**src/rtl/pipe_pkg.sv**
```systemverilog
// Shared types and defaults for the pipeline issue front end.
package pipe_pkg;

    localparam int REG_AW         = 4;
    localparam int FUNC_W         = 4;
    localparam int ADDR_W         = 8;
    localparam int DEF_FIFO_DEPTH = 4;
    localparam int DEF_HAZ_WIN    = 3;

    typedef enum logic [FUNC_W-1:0] {
        FUNC_ADD = 4'd0,
        FUNC_SUB = 4'd1,
        FUNC_MUL = 4'd2,
        FUNC_SLA = 4'd11
    } func_e;

    typedef struct packed {
        logic [REG_AW-1:0] rs1;
        logic [REG_AW-1:0] rs2;
        logic [REG_AW-1:0] rd;
        logic [FUNC_W-1:0] func;
        logic [ADDR_W-1:0] addr;
    } instr_t;

    // True when a valid in-flight destination matches either source of ins.
    function automatic logic src_hit(input instr_t ins, input logic wvalid,
                                     input logic [REG_AW-1:0] wrd);
        return wvalid & ((ins.rs1 == wrd) | (ins.rs2 == wrd));
    endfunction

endpackage

```
**src/rtl/pipe_instr_fifo.sv**
```systemverilog
// Small synchronous instruction queue with an explicit occupancy count.
// Pointers wrap naturally because DEPTH is a power of two.
module pipe_instr_fifo
    import pipe_pkg::*;
#(
    parameter int DEPTH = DEF_FIFO_DEPTH,
    localparam int PW   = $clog2(DEPTH),
    localparam int CW   = PW + 1
) (
    input  logic          clk,
    input  logic          rst_n,
    input  logic          flush,
    input  logic          push,
    input  instr_t        wdata,
    input  logic          pop,
    output instr_t        rdata,
    output logic [CW-1:0] count,
    output logic          empty
);

    instr_t          mem_r [DEPTH];
    logic [PW-1:0]   wr_ptr_r;
    logic [PW-1:0]   rd_ptr_r;
    logic [CW-1:0]   count_r;
    logic            push_ok_s;
    logic            pop_ok_s;

    assign push_ok_s = push & (count_r != CW'(DEPTH));
    assign pop_ok_s  = pop  & (count_r != {CW{1'b0}});
    assign rdata     = mem_r[rd_ptr_r];
    assign count     = count_r;
    assign empty     = (count_r == {CW{1'b0}});

    // Storage, pointer and occupancy update; flush empties the queue.
    always_ff @(posedge clk or negedge rst_n) begin
        if (!rst_n) begin
            for (int i = 0; i < DEPTH; i++) begin
                mem_r[i] <= '0;
            end
            wr_ptr_r <= {PW{1'b0}};
            rd_ptr_r <= {PW{1'b0}};
            count_r  <= {CW{1'b0}};
        end else if (flush) begin
            wr_ptr_r <= {PW{1'b0}};
            rd_ptr_r <= {PW{1'b0}};
            count_r  <= {CW{1'b0}};
        end else begin
            if (push_ok_s) begin
                mem_r[wr_ptr_r] <= wdata;
                wr_ptr_r        <= wr_ptr_r + PW'(1);
            end
            if (pop_ok_s) begin
                rd_ptr_r <= rd_ptr_r + PW'(1);
            end
            case ({push_ok_s, pop_ok_s})
                2'b10:   count_r <= count_r + CW'(1);
                2'b01:   count_r <= count_r - CW'(1);
                default: count_r <= count_r;
            endcase
        end
    end

endmodule

```
**src/rtl/pipe_issue_ctrl.sv**
```systemverilog
// Issue front end: queues instructions and issues one per cycle, inserting
// bubbles while the head reads a register still being produced in the pipe.
module pipe_issue_ctrl
    import pipe_pkg::*;
#(
    parameter int FIFO_DEPTH = DEF_FIFO_DEPTH,
    parameter int HAZ_WIN    = DEF_HAZ_WIN
) (
    input  logic              clk,
    input  logic              rst_n,
    input  logic              flush,
    input  logic              in_valid,
    output logic              in_ready,
    input  logic [REG_AW-1:0] in_rs1,
    input  logic [REG_AW-1:0] in_rs2,
    input  logic [REG_AW-1:0] in_rd,
    input  logic [FUNC_W-1:0] in_func,
    input  logic [ADDR_W-1:0] in_addr,
    output logic              iss_valid,
    output logic [REG_AW-1:0] iss_rs1,
    output logic [REG_AW-1:0] iss_rs2,
    output logic [REG_AW-1:0] iss_rd,
    output logic [FUNC_W-1:0] iss_func,
    output logic [ADDR_W-1:0] iss_addr,
    output logic [15:0]       stall_cnt
);

    localparam int CW = $clog2(FIFO_DEPTH) + 1;

    instr_t            in_instr_s;
    instr_t            head_s;
    logic [CW-1:0]     fifo_count_s;
    logic              fifo_empty_s;
    logic              push_s;
    logic              pop_s;
    logic              hazard_s;
    logic              issue_s;
    logic              stall_s;

    instr_t            iss_r;
    logic              iss_valid_r;
    logic [15:0]       stall_cnt_r;
    logic              win_valid_r [HAZ_WIN];
    logic [REG_AW-1:0] win_rd_r    [HAZ_WIN];

    assign in_instr_s = '{rs1: in_rs1, rs2: in_rs2, rd: in_rd, func: in_func, addr: in_addr};

    // Ready depends only on stored occupancy, so a full queue refuses even while popping.
    assign in_ready = (fifo_count_s < CW'(FIFO_DEPTH));
    assign push_s   = in_valid & in_ready & ~flush;
    assign issue_s  = ~fifo_empty_s & ~hazard_s;
    assign stall_s  = ~fifo_empty_s & hazard_s;
    assign pop_s    = issue_s & ~flush;

    pipe_instr_fifo #(.DEPTH(FIFO_DEPTH)) u_fifo (
        .clk   (clk),
        .rst_n (rst_n),
        .flush (flush),
        .push  (push_s),
        .wdata (in_instr_s),
        .pop   (pop_s),
        .rdata (head_s),
        .count (fifo_count_s),
        .empty (fifo_empty_s)
    );

    // RAW check of the queue head against every in-flight destination.
    always_comb begin
        hazard_s = 1'b0;
        for (int i = 0; i < HAZ_WIN; i++) begin
            if (src_hit(head_s, win_valid_r[i], win_rd_r[i])) begin
                hazard_s = 1'b1;
            end else begin
                hazard_s = hazard_s;
            end
        end
    end

    // Issue register, hazard window shift and saturating bubble counter.
    always_ff @(posedge clk or negedge rst_n) begin
        if (!rst_n) begin
            iss_r       <= '0;
            iss_valid_r <= 1'b0;
            stall_cnt_r <= 16'd0;
            for (int i = 0; i < HAZ_WIN; i++) begin
                win_valid_r[i] <= 1'b0;
                win_rd_r[i]    <= {REG_AW{1'b0}};
            end
        end else if (flush) begin
            iss_r       <= '0;
            iss_valid_r <= 1'b0;
            stall_cnt_r <= 16'd0;
            for (int i = 0; i < HAZ_WIN; i++) begin
                win_valid_r[i] <= 1'b0;
                win_rd_r[i]    <= {REG_AW{1'b0}};
            end
        end else begin
            iss_r          <= issue_s ? head_s : '0;
            iss_valid_r    <= issue_s;
            win_valid_r[0] <= issue_s;
            win_rd_r[0]    <= issue_s ? head_s.rd : {REG_AW{1'b0}};
            for (int i = 1; i < HAZ_WIN; i++) begin
                win_valid_r[i] <= win_valid_r[i-1];
                win_rd_r[i]    <= win_rd_r[i-1];
            end
            if (stall_s && (stall_cnt_r != 16'hFFFF)) begin
                stall_cnt_r <= stall_cnt_r + 16'd1;
            end
        end
    end

    assign iss_valid = iss_valid_r;
    assign iss_rs1   = iss_r.rs1;
    assign iss_rs2   = iss_r.rs2;
    assign iss_rd    = iss_r.rd;
    assign iss_func  = iss_r.func;
    assign iss_addr  = iss_r.addr;
    assign stall_cnt = stall_cnt_r;

endmodule
```
**config.mk**
```make
export PLATFORM = sky130hd
export DESIGN_NAME = pipe_issue_ctrl
export DESIGN_NICKNAME = d
export VERILOG_FILES = /design/src/rtl/pipe_pkg.sv /design/src/rtl/pipe_instr_fifo.sv /design/src/rtl/pipe_issue_ctrl.sv
export SDC_FILE = /design/constraint.sdc
export NUM_CORES = 1
export LEC_CHECK = 0
export ABC_CLOCK_PERIOD_IN_PS = 5100
export CORE_MARGIN = 3
export CORE_UTILIZATION = 60
export CTS_BUF_LIST = sky130_fd_sc_hd__clkbuf_8
export DETAILED_ROUTE_END_ITERATION = 12
export PLACE_DENSITY = 0.83
export SYNTH_ARGS = -nofsm -noshare
export SYNTH_HDL_FRONTEND = slang
export SYNTH_SLANG_ARGS = --single-unit
```
**constraint.sdc**
```tcl
create_clock -name clk -period 5.1 [get_ports clk]
set_input_delay 0.51 -clock clk [delete_from_list [all_inputs] [get_ports clk]]
set_output_delay 0.51 -clock clk [all_outputs]
set_load 0.05 [all_outputs]
```
==> results of run 1 <==
## flip-flops by register name, summed over array words and instances, names as in the netlist
register	cells
u_fifo.mem_r	96
stall_cnt	16
win_rd_r	11
iss_addr	8
iss_func	4
iss_rs1	4
iss_rs2	4
u_fifo.count	3
u_fifo.rd_ptr_r	2
u_fifo.wr_ptr_r	2
win_valid_r	2
iss_rd	1
iss_valid	1
## logic make-up (layout without fill, tap and decap cells)
family	after synthesis	after routing	share of synthesized area, %
XOR/XNOR	27	27	3.58
AO/OA/AOI/OAI	39	39	3.74
AND/OR/NAND/NOR	112	112	9.57
adder cells (fa/ha/maj)	6	6	1.18
multiplexers	123	123	23.7
buffers and inverters	46	122	3.05
flip-flops	154	154	55.2
## cell usage in the layout, fill, tap and decap left out, types with 10 or more instances in the layout
cell type	n
dfrtp_1	153
mux4_2	24
mux2_2	99
xnor2_1	26
buf_4	10
clkbuf_8	17
nor2_1	17
a21oi_1	15
nor2b_1	34
inv_1	14
nand4_1	10
clkdlybuf4s50_1	68
## report_power, final
group          internal (mW)  switching [mW]  total, mW
Combinational          0.963           0.905       1.87
Clock                  0.575           0.447       1.02
Sequential              1.70           0.326       2.03
## per-layer routing
layer  global-route usage [%]  vias up  wire, um
met5                        0        -         0
met4                     7.13        0       155
met3                     5.68       12       642
met2                     38.2      110      7000
met1                     31.8     2245      6220
li1                         -     1937         -
## area by class of cell
cell class	instances	area, um^2
Clock buffer	17	234
Clock inverter	15	208
Sequential cell	154	3850
Tap cell	140	175
Multi-Input combinational cell	307	2920
Fill cell	746	2930
Inverter	11	41.3
Timing Repair Buffer	79	767
## worst min-delay path by stage
stage                  endpoint
6_report             iss_rs2[3]
5_1_grt              iss_rs2[3]
4_1_cts              iss_rs2[3]
3_5_place_dp   u_fifo.mem_r[26]
3_3_place_gp    u_fifo.mem_r[2]
2_1_floorplan       iss_addr[0]
## cell usage after synthesis, types with 2 or more instances
cell type and instances:
inv_1 11, mux2_2 99, o31ai_1 8, a21boi_2 3, a31o_2 2, and2_1 6, nor2_1 17, nor2b_1 34
nand2_1 7, buf_2 5, buf_6 2, nor3_1 5, or4_1 8, mux4_2 24, or3_1 3, a21oi_1 15
nand4_1 10, xnor2_1 26, nand4b_1 2, buf_4 5, clkbuf_1 21, o41ai_1 3, and3_1 2, nand2b_1 2
nand3_1 9, o21ai_0 4, buf_1 2, ha_1 5, dfrtp_1 154
## critical path, stage by stage (launching register included)
cell      delay [ns]
dfrtp_2         0.96
mux4_2          0.69
xnor2_1         0.17
nand4_1         0.11
a21boi_2        0.10
nor4_4          0.53
nand2b_1        0.15
nor2_1          0.15
fa_1            0.44
nor3b_1         0.15
o21ai_0         0.22
o211ai_1        0.12
==> impl_metrics.env, run 1 <==
export IMPL_grt_overflow=0
export IMPL_initial_utilization_pct=62.8
export IMPL_r2r_end="u_fifo.count[1]"
export IMPL_synthArstFlopShare_pct=100
export IMPL_coreArea_mm2=0.0111
export IMPL_yosys_top_cells_area="dfrtp_1 (55%), mux2_2 (16%), mux4_2 (7.7%)"
export IMPL_place_inst=691
export IMPL_grt_pass1_wl_um=23700
export IMPL_seq_area_frac_synth_pct=55.2
export IMPL_setup_viol=0
export IMPL_total_power_mw=4.92
export IMPL_drv_slew=0
export IMPL_clkLatencyLatePin_ns=0.45
export IMPL_hpwl_um=9090
export IMPL_fin_crit_ns=3.92
export IMPL_cts_buffers=17
export IMPL_first_iter_violations=333
export IMPL_synth_edf_count=0
export IMPL_ys_warnings_count=0
export IMPL_syn_cell_area_mm2=0.00698
export IMPL_vias=4304
export IMPL_grt_max_degree=108
export IMPL_nets=604
export IMPL_drive_above_1_share_pct=29.5
export IMPL_wirelength_um=14000
export IMPL_hold_class="input pin to async pin"
export IMPL_cts_root_buf="clkbuf_8"
export IMPL_rsz0062_at_grt="false"
export IMPL_cp_start_kind="flip-flop"
export IMPL_power_density_mw_per_mm2=600
export IMPL_fin_ws_ns=1.18
export IMPL_clockBufferDepth=2
export IMPL_timing_hold_violations_final=0
export IMPL_netlist_area_leader_share_pct=55.2
export IMPL_fin_cells=723
export IMPL_yosysUniqueCellTypes=42
export IMPL_fin_skew_ns=0.0105
export IMPL_portBuffers=69
export IMPL_cts_setup_buffers=0
export IMPL_antenna_found_initial=0
export IMPL_post_route_util_pct=73.7
export IMPL_fmax_mhz=255
export IMPL_cp_endpoint="u_fifo.count[1]"
export IMPL_r2r_start="u_fifo.rd_ptr_r[0]"
export IMPL_cp_required_ns=5.42
export IMPL_cts_tree="built"
export IMPL_ys_seq_elements=154
export IMPL_path_max_fanout=27
export IMPL_cts_resized=0
export IMPL_worstPathArrival_ns=4.24
export IMPL_path_clk_slew_ns=0.09
export IMPL_finalCritPeriodShare_pct=76.9
export IMPL_place_congestion=0.860
export IMPL_diodes=0
export IMPL_slew_headroom_pct=37.8
export IMPL_wire_per_inst_um=19.4
export IMPL_ctsHoldBuffers=0
export IMPL_dpl_instance_area_mm2=0.00776
export IMPL_fin_hold_ws_ns=0.174
export IMPL_grt_total_usage_pct=23.5
export IMPL_setup_tns_ns=0
export IMPL_syn_nets=541
export IMPL_yosys_area_top_type="dfrtp_1"
export IMPL_crit_type="flip-flop to flip-flop"
export IMPL_grt_pass1_vias=4645
export IMPL_p_leak_nw=3.43
export IMPL_design_area_mm2=0.00820
export IMPL_dr_pass1_iters=4
export IMPL_rows=38
export IMPL_timing_max_cap_violations=0
export IMPL_drt_drc_violations_left=0
export IMPL_startpoint="u_fifo.rd_ptr_r[0]"
export IMPL_htree_levels=4
export IMPL_critical_path_endpoint_type="flip-flop"
export IMPL_reg2reg_slack_ns=1.18
export IMPL_cts_num_sinks=154
export IMPL_areaGrowthSynthToFinish_pct=17.4
export IMPL_pre_cts_ws_ns=1.13
export IMPL_ys_flop_type="dfrtp_1"
export IMPL_syn_inst=507
export IMPL_worst_pin_slew_ns=0.932
export IMPL_run_status="complete, no violations"
export IMPL_ir_worst_vdd_v=0.000319
export IMPL_io_pins=70
export IMPL_ant_nets=0
export IMPL_avgSynthCellArea_um2=13.8
export IMPL_worst_r2r_cell_count=11
export IMPL_fp_dieW_um=114
export IMPL_viasPerCell=5.95
export IMPL_dieArea_mm2=0.0130
export IMPL_die_h_um=114
Power figures use the tool's default switching activity.
==> run 2, diff against run 1 <==
Settings changed: ABC_CLOCK_PERIOD_IN_PS 5100 to 3900, CORE_UTILIZATION 60 to 59, PLACE_DENSITY 0.83 to 0.82.
Clock period 5.1 ns to 3.9 ns, I/O delays scaled along.
==> impl_metrics.env, run 2 (same netlist as run 1, synthesis figures left out) <==
export IMPL_vias=4251
export IMPL_cts_setup_buffers=0
export IMPL_ctsHoldBuffers=0
export IMPL_wirelength_um=13700
export IMPL_rows=39
export IMPL_htree_levels=4
export IMPL_slowest_delay_ns=0.62
export IMPL_coreArea_mm2=0.0115
export IMPL_critPathTopFamily="multiplexers"
export IMPL_grt_pass1_wl_um=23200
export IMPL_place_inst=695
export IMPL_wire_per_inst_um=18.9
export IMPL_p_sw_mw=2.15
export IMPL_grt_max_degree=127
export IMPL_drt_drc_violations_left=0
export IMPL_path_clk_slew_ns=0.08
export IMPL_crit_path_cell_trace="mux4_2 > xnor2_1 > nand4_1 > a21boi_2 > nor4_4 > buf_4 > nand2b_1 > nor2_1 > fa_1 > nor3b_1 > o21ai_0 > o211ai_1"
export IMPL_pwr_share_comb_pct=39.0
export IMPL_timing_hold_violations_final=0
export IMPL_intPower_mw=4.25
export IMPL_dieArea_mm2=0.0132
export IMPL_dr_pass1_iters=4
export IMPL_worst_pin_slew_ns=1.14
export IMPL_areaGrowthSynthToFinish_pct=17.5
export IMPL_path_max_fanout=9
export IMPL_rsz0062_at_grt="false"
export IMPL_cts_root_buf="clkbuf_8"
export IMPL_critical_path_endpoint_type="flip-flop"
export IMPL_finalCritPeriodShare_pct=83.5
export IMPL_first_iter_violations=299
export IMPL_initial_utilization_pct=60.6
export IMPL_viasPerCell=5.86
export IMPL_cts_resized=0
export IMPL_seqPwrFrac_pct=40.7
export IMPL_setup_viol=0
export IMPL_place_congestion=0.818
export IMPL_fmax_mhz=307
export IMPL_cts_buffers=17
export IMPL_worstPathArrival_ns=3.58
export IMPL_die_h_um=115
export IMPL_post_route_util_pct=71.2
export IMPL_crit_type="flip-flop to flip-flop"
export IMPL_clockBufferDepth=2
export IMPL_cts_tree="built"
export IMPL_grt_overflow=0
export IMPL_setup_tns_ns=0
export IMPL_ant_nets=0
export IMPL_drive_above_1_share_pct=29.7
export IMPL_p_leak_nw=3.44
export IMPL_clock_power_share_pct=20.3
export IMPL_nets=605
export IMPL_fin_hold_ws_ns=0.109
export IMPL_crit_slowest_cell="mux4_2"
export IMPL_grt_pass1_vias=4497
export IMPL_drv_slew=0
export IMPL_diodes=0
export IMPL_fin_cells=726
export IMPL_cp_start_kind="flip-flop"
export IMPL_fin_ws_ns=0.642
export IMPL_regMostFlops="u_fifo.mem_r"
export IMPL_hold_class="input pin to async pin"
export IMPL_run_status="complete, no violations"
export IMPL_path_buf_inv=1
export IMPL_p_sw_share_pct=33.6
export IMPL_fin_crit_ns=3.26
export IMPL_power_density_mw_per_mm2=780
export IMPL_ir_worst_vdd_v=0.000410
export IMPL_cp_required_ns=4.22
export IMPL_io_pins=70
export IMPL_portBuffers=69
export IMPL_fp_dieW_um=115
export IMPL_grt_total_usage_pct=22.8
export IMPL_timing_max_cap_violations=0
export IMPL_clkLatencyLatePin_ns=0.45
export IMPL_fin_skew_ns=0.00747
export IMPL_largest_reg_flops=96
export IMPL_antenna_found_initial=0
export IMPL_layout_common_cells="dfrtp_1 (153), mux2_2 (99), clkdlybuf4s50_1 (68)"
export IMPL_cts_num_sinks=154
export IMPL_slew_headroom_pct=23.7
export IMPL_hpwl_um=8960
export IMPL_pre_cts_ws_ns=0.606
export IMPL_final_common_cell="dfrtp_1"
-- run 2: through the flow --
stage | area [um^2] | total power, mW
5_1_grt | 8200 | 6.78
4_1_cts | 8200 | 6.46
2_1_floorplan | 6980 | 4.46
3_3_place_gp | 7770 | 5.00
3_5_place_dp | 7770 | 5.14
6_report | 8200 | 6.40
-- run 2: layer usage --
metal	global-route usage, %	routed length [um]
met1	30.8	5940
met2	36.7	6910
met3	5.32	684
met4	8.61	203
met5	0	0
-- run 2: power by group through the flow --
stage               combinational (mW)  clock (mW)  sequential (mW)
floorplan                         1.72           0             2.75
global placement                  2.40           0             2.59
detailed placement                2.50           0             2.64
CTS                               2.52        1.33             2.61
global route                      2.69        1.40             2.68
finish                            2.50        1.30             2.61
-- run 2: worst paths after layout --
path / endpoint / start / slack [ns] / cells after the start
worst max-delay path: u_fifo.count[1] / u_fifo.rd_ptr_r[0] / 0.64 / 12
worst min-delay path: iss_rs1[1] / rst_n / 0.11 / 1
worst max register to register: u_fifo.count[1] / u_fifo.rd_ptr_r[0] / 0.64 / 12
worst min register to register: u_fifo.mem_r[10] / u_fifo.mem_r[10] / 0.50 / 1
max in group asynchronous: u_fifo.mem_r[58] / rst_n / 2.76 / 2
min in group clk: u_fifo.mem_r[10] / u_fifo.mem_r[10] / 0.50 / 1
-- run 2: layout make-up --
type | instances | area (um^2)
clock buffer | 21 | 289
clock inverter | 10 | 148
fill | 792 | 3310
inverter | 11 | 41.3
multi-input combinational | 307 | 2920
sequential | 154 | 3850
tap | 143 | 179
timing repair buffer | 80 | 774
==> run 3, diff against run 2 <==
Settings changed: ABC_CLOCK_PERIOD_IN_PS 3900 to 2700, CORE_UTILIZATION 59 to 53, PLACE_DENSITY 0.82 to 0.78.
Clock period 3.9 ns to 2.7 ns, I/O delays scaled along.
==> impl_metrics.env, run 3 (same netlist as run 1, synthesis figures left out) <==
export IMPL_clockBufferDepth=2
export IMPL_ant_nets=0
export IMPL_p_leak_nw=3.56
export IMPL_multi_input_area_mm2=0.00299
export IMPL_path_max_fanout=10
export IMPL_violations="negative setup slack"
export IMPL_slew_headroom_pct=53.4
export IMPL_fmax_mhz=341
export IMPL_p_sw_mw=3.23
export IMPL_clock_power_share_pct=19.5
export IMPL_hpwl_um=9570
export IMPL_met3_length_um=766
export IMPL_wirelength_um=14700
export IMPL_clkLatencyLatePin_ns=0.45
export IMPL_drt_drc_violations_left=0
export IMPL_cts_tree="built"
export IMPL_worst_pin_slew_ns=0.699
export IMPL_grt_overflow=0
export IMPL_die_h_um=121
export IMPL_io_pins=70
export IMPL_grt_pass1_wl_um=24500
export IMPL_path_clk_slew_ns=0.08
export IMPL_fin_skew_ns=0.0126
export IMPL_final_common_cell="dfrtp_1"
export IMPL_cts_root_buf="clkbuf_8"
export IMPL_cp_start_kind="flip-flop"
export IMPL_critical_path_endpoint_type="flip-flop"
export IMPL_grt_pass1_vias=4776
export IMPL_route_met2_wl_um=7300
export IMPL_fp_dieW_um=121
export IMPL_dieArea_mm2=0.0146
export IMPL_htree_levels=4
export IMPL_coreArea_mm2=0.0128
export IMPL_fin_crit_ns=2.94
export IMPL_ir_worst_vdd_v=0.000571
export IMPL_portBuffers=69
export IMPL_intPower_mw=6.22
export IMPL_fillCellCount=878
export IMPL_r2r_start="u_fifo.rd_ptr_r[0]"
export IMPL_cts_buffers=17
export IMPL_drv_slew=0
export IMPL_vias=4445
export IMPL_post_route_util_pct=66.8
export IMPL_worstPathArrival_ns=3.26
export IMPL_pwr_share_comb_pct=40.7
export IMPL_dr_pass1_iters=4
export IMPL_nets=625
export IMPL_power_density_mw_per_mm2=1110
export IMPL_startpoint="u_fifo.rd_ptr_r[0]"
export IMPL_fin_hold_ws_ns=0.426
export IMPL_grt_max_degree=80
export IMPL_largest_reg_flops=96
export IMPL_setup_viol=12
export IMPL_crit_slowest_cell="mux4_2"
export IMPL_timing_max_cap_violations=0
export IMPL_regMostFlops="u_fifo.mem_r"
export IMPL_wirelength_met1_um=6260
export IMPL_rsz0062_at_grt="true"
export IMPL_rows=41
export IMPL_wire_per_inst_um=18.9
export IMPL_grt_total_usage_pct=21.9
export IMPL_diodes=0
export IMPL_antenna_found_initial=0
export IMPL_hold_class="input pin to async pin"
export IMPL_run_status="finished with violations"
export IMPL_crit_path_cell_trace="buf_12 > mux4_2 > xnor2_1 > nand4_1 > a21boi_2 > nor4_4 > nand2b_1 > nor2_4 > fa_1 > nor3b_1 > o21ai_1 > o211ai_1"
export IMPL_finalCritPeriodShare_pct=109
export IMPL_top_layer_used="met4"
export IMPL_viasPerCell=5.73
export IMPL_areaGrowthSynthToFinish_pct=22.2
export IMPL_seqPwrFrac_pct=39.8
export IMPL_first_iter_violations=367
export IMPL_place_congestion=0.831
export IMPL_cts_num_sinks=154
export IMPL_slowest_delay_ns=0.59
export IMPL_crit_type="flip-flop to flip-flop"
export IMPL_layout_common_cells="dfrtp_1 (153), mux2_2 (99), clkdlybuf4s50_1 (68)"
export IMPL_timing_hold_violations_final=0
export IMPL_initial_utilization_pct=54.7
export IMPL_fin_ws_ns=-0.236
export IMPL_final_seq_area_mm2=0.00385
export IMPL_cp_required_ns=3.03
export IMPL_drive_above_1_share_pct=33.4
export IMPL_p_sw_share_pct=34.2
==> run 3: cell types whose count changed in the layout (fill, tap and decap cells not counted), moves of 2 or more <==
| cell | previous run | this run |
|---|---|---|
| buf_12 | 0 | 6 |
| buf_4 | 11 | 21 |
| buf_6 | 1 | 3 |
| clkinv_4 | 0 | 4 |
| nor3_1 | 5 | 3 |
| nor3_4 | 0 | 2 |
| o21ai_0 | 3 | 1 |
| o21ai_1 | 1 | 3 |
==> run 3: layer usage <==
layer  vias up  track usage [%]
met1      2293             28.3
met3        27             6.17
li1       1979                -
met5         -                0
met2       146             35.4
met4         0             8.22
==> run 3: cell type report <==
cell class | instances | share of cell area (%)
sequential | 154 | 45.2
multi-input combinational | 308 | 35.0
timing repair buffer | 99 | 11.7
clock buffer | 21 | 3.39
tap | 172 | 2.52
clock inverter | 11 | 1.69
inverter | 11 | 0.484
==> run 3: worst max-delay path, delay by kind of cell (launching register included) <==
kind / cells / cell delay (ns)
compound gates: 3 / 0.30
xor+xnor: 1 / 0.17
fa+ha+maj: 1 / 0.44
buf+inv: 1 / 0.14
flops: 1 / 0.39
mux: 1 / 0.59
simple gates: 5 / 0.79
==> run 3: worst paths after layout <==
kind                       slack, ns               end  cells after the start
max                            -0.24   u_fifo.count[1]                     12
min reg2reg                     0.51  u_fifo.mem_r[36]                      1
min in group clk                0.51  u_fifo.mem_r[36]                      1
min                             0.43        iss_rs1[1]                      2
max reg2reg                    -0.24   u_fifo.count[1]                     12
max in group asynchronous       1.39       iss_addr[6]                      3
==> run 3: repair_timing <==
action                                  in CTS  in global routing
endpoints found under the setup margin      16                 16
setup buffers                                4                  1
pin swaps                                    6                  2
hold endpoints to repair                    75                  0
hold buffers                                 1                  0
gates resized for setup                      2                 10
gates cloned                                 1                  0
==> run 3: power by group through the flow <==
stage,Combinational [mW],Sequential [mW],Clock [mW]
after detailed placement,3.74,3.81,0
after CTS,3.85,3.75,1.88
after global placement,3.60,3.75,0
after global routing,4.17,3.86,1.98
after floorplan,2.51,3.97,0
final,3.85,3.76,1.84
==> run 3: metrics by stage <==
stage	cells	area (um^2)	TNS, ns	power [mW]	setup slack [ns]
floorplan	507	7000	-0.858	6.47	-0.537
global placement	737	7970	-2.84	7.35	-0.297
detailed placement	737	7970	-4.65	7.55	-0.461
CTS	775	8480	-0.393	9.48	-0.228
global route	776	8530	-2.65	10.0	-0.349
finish	776	8530	-1.20	9.46	-0.236
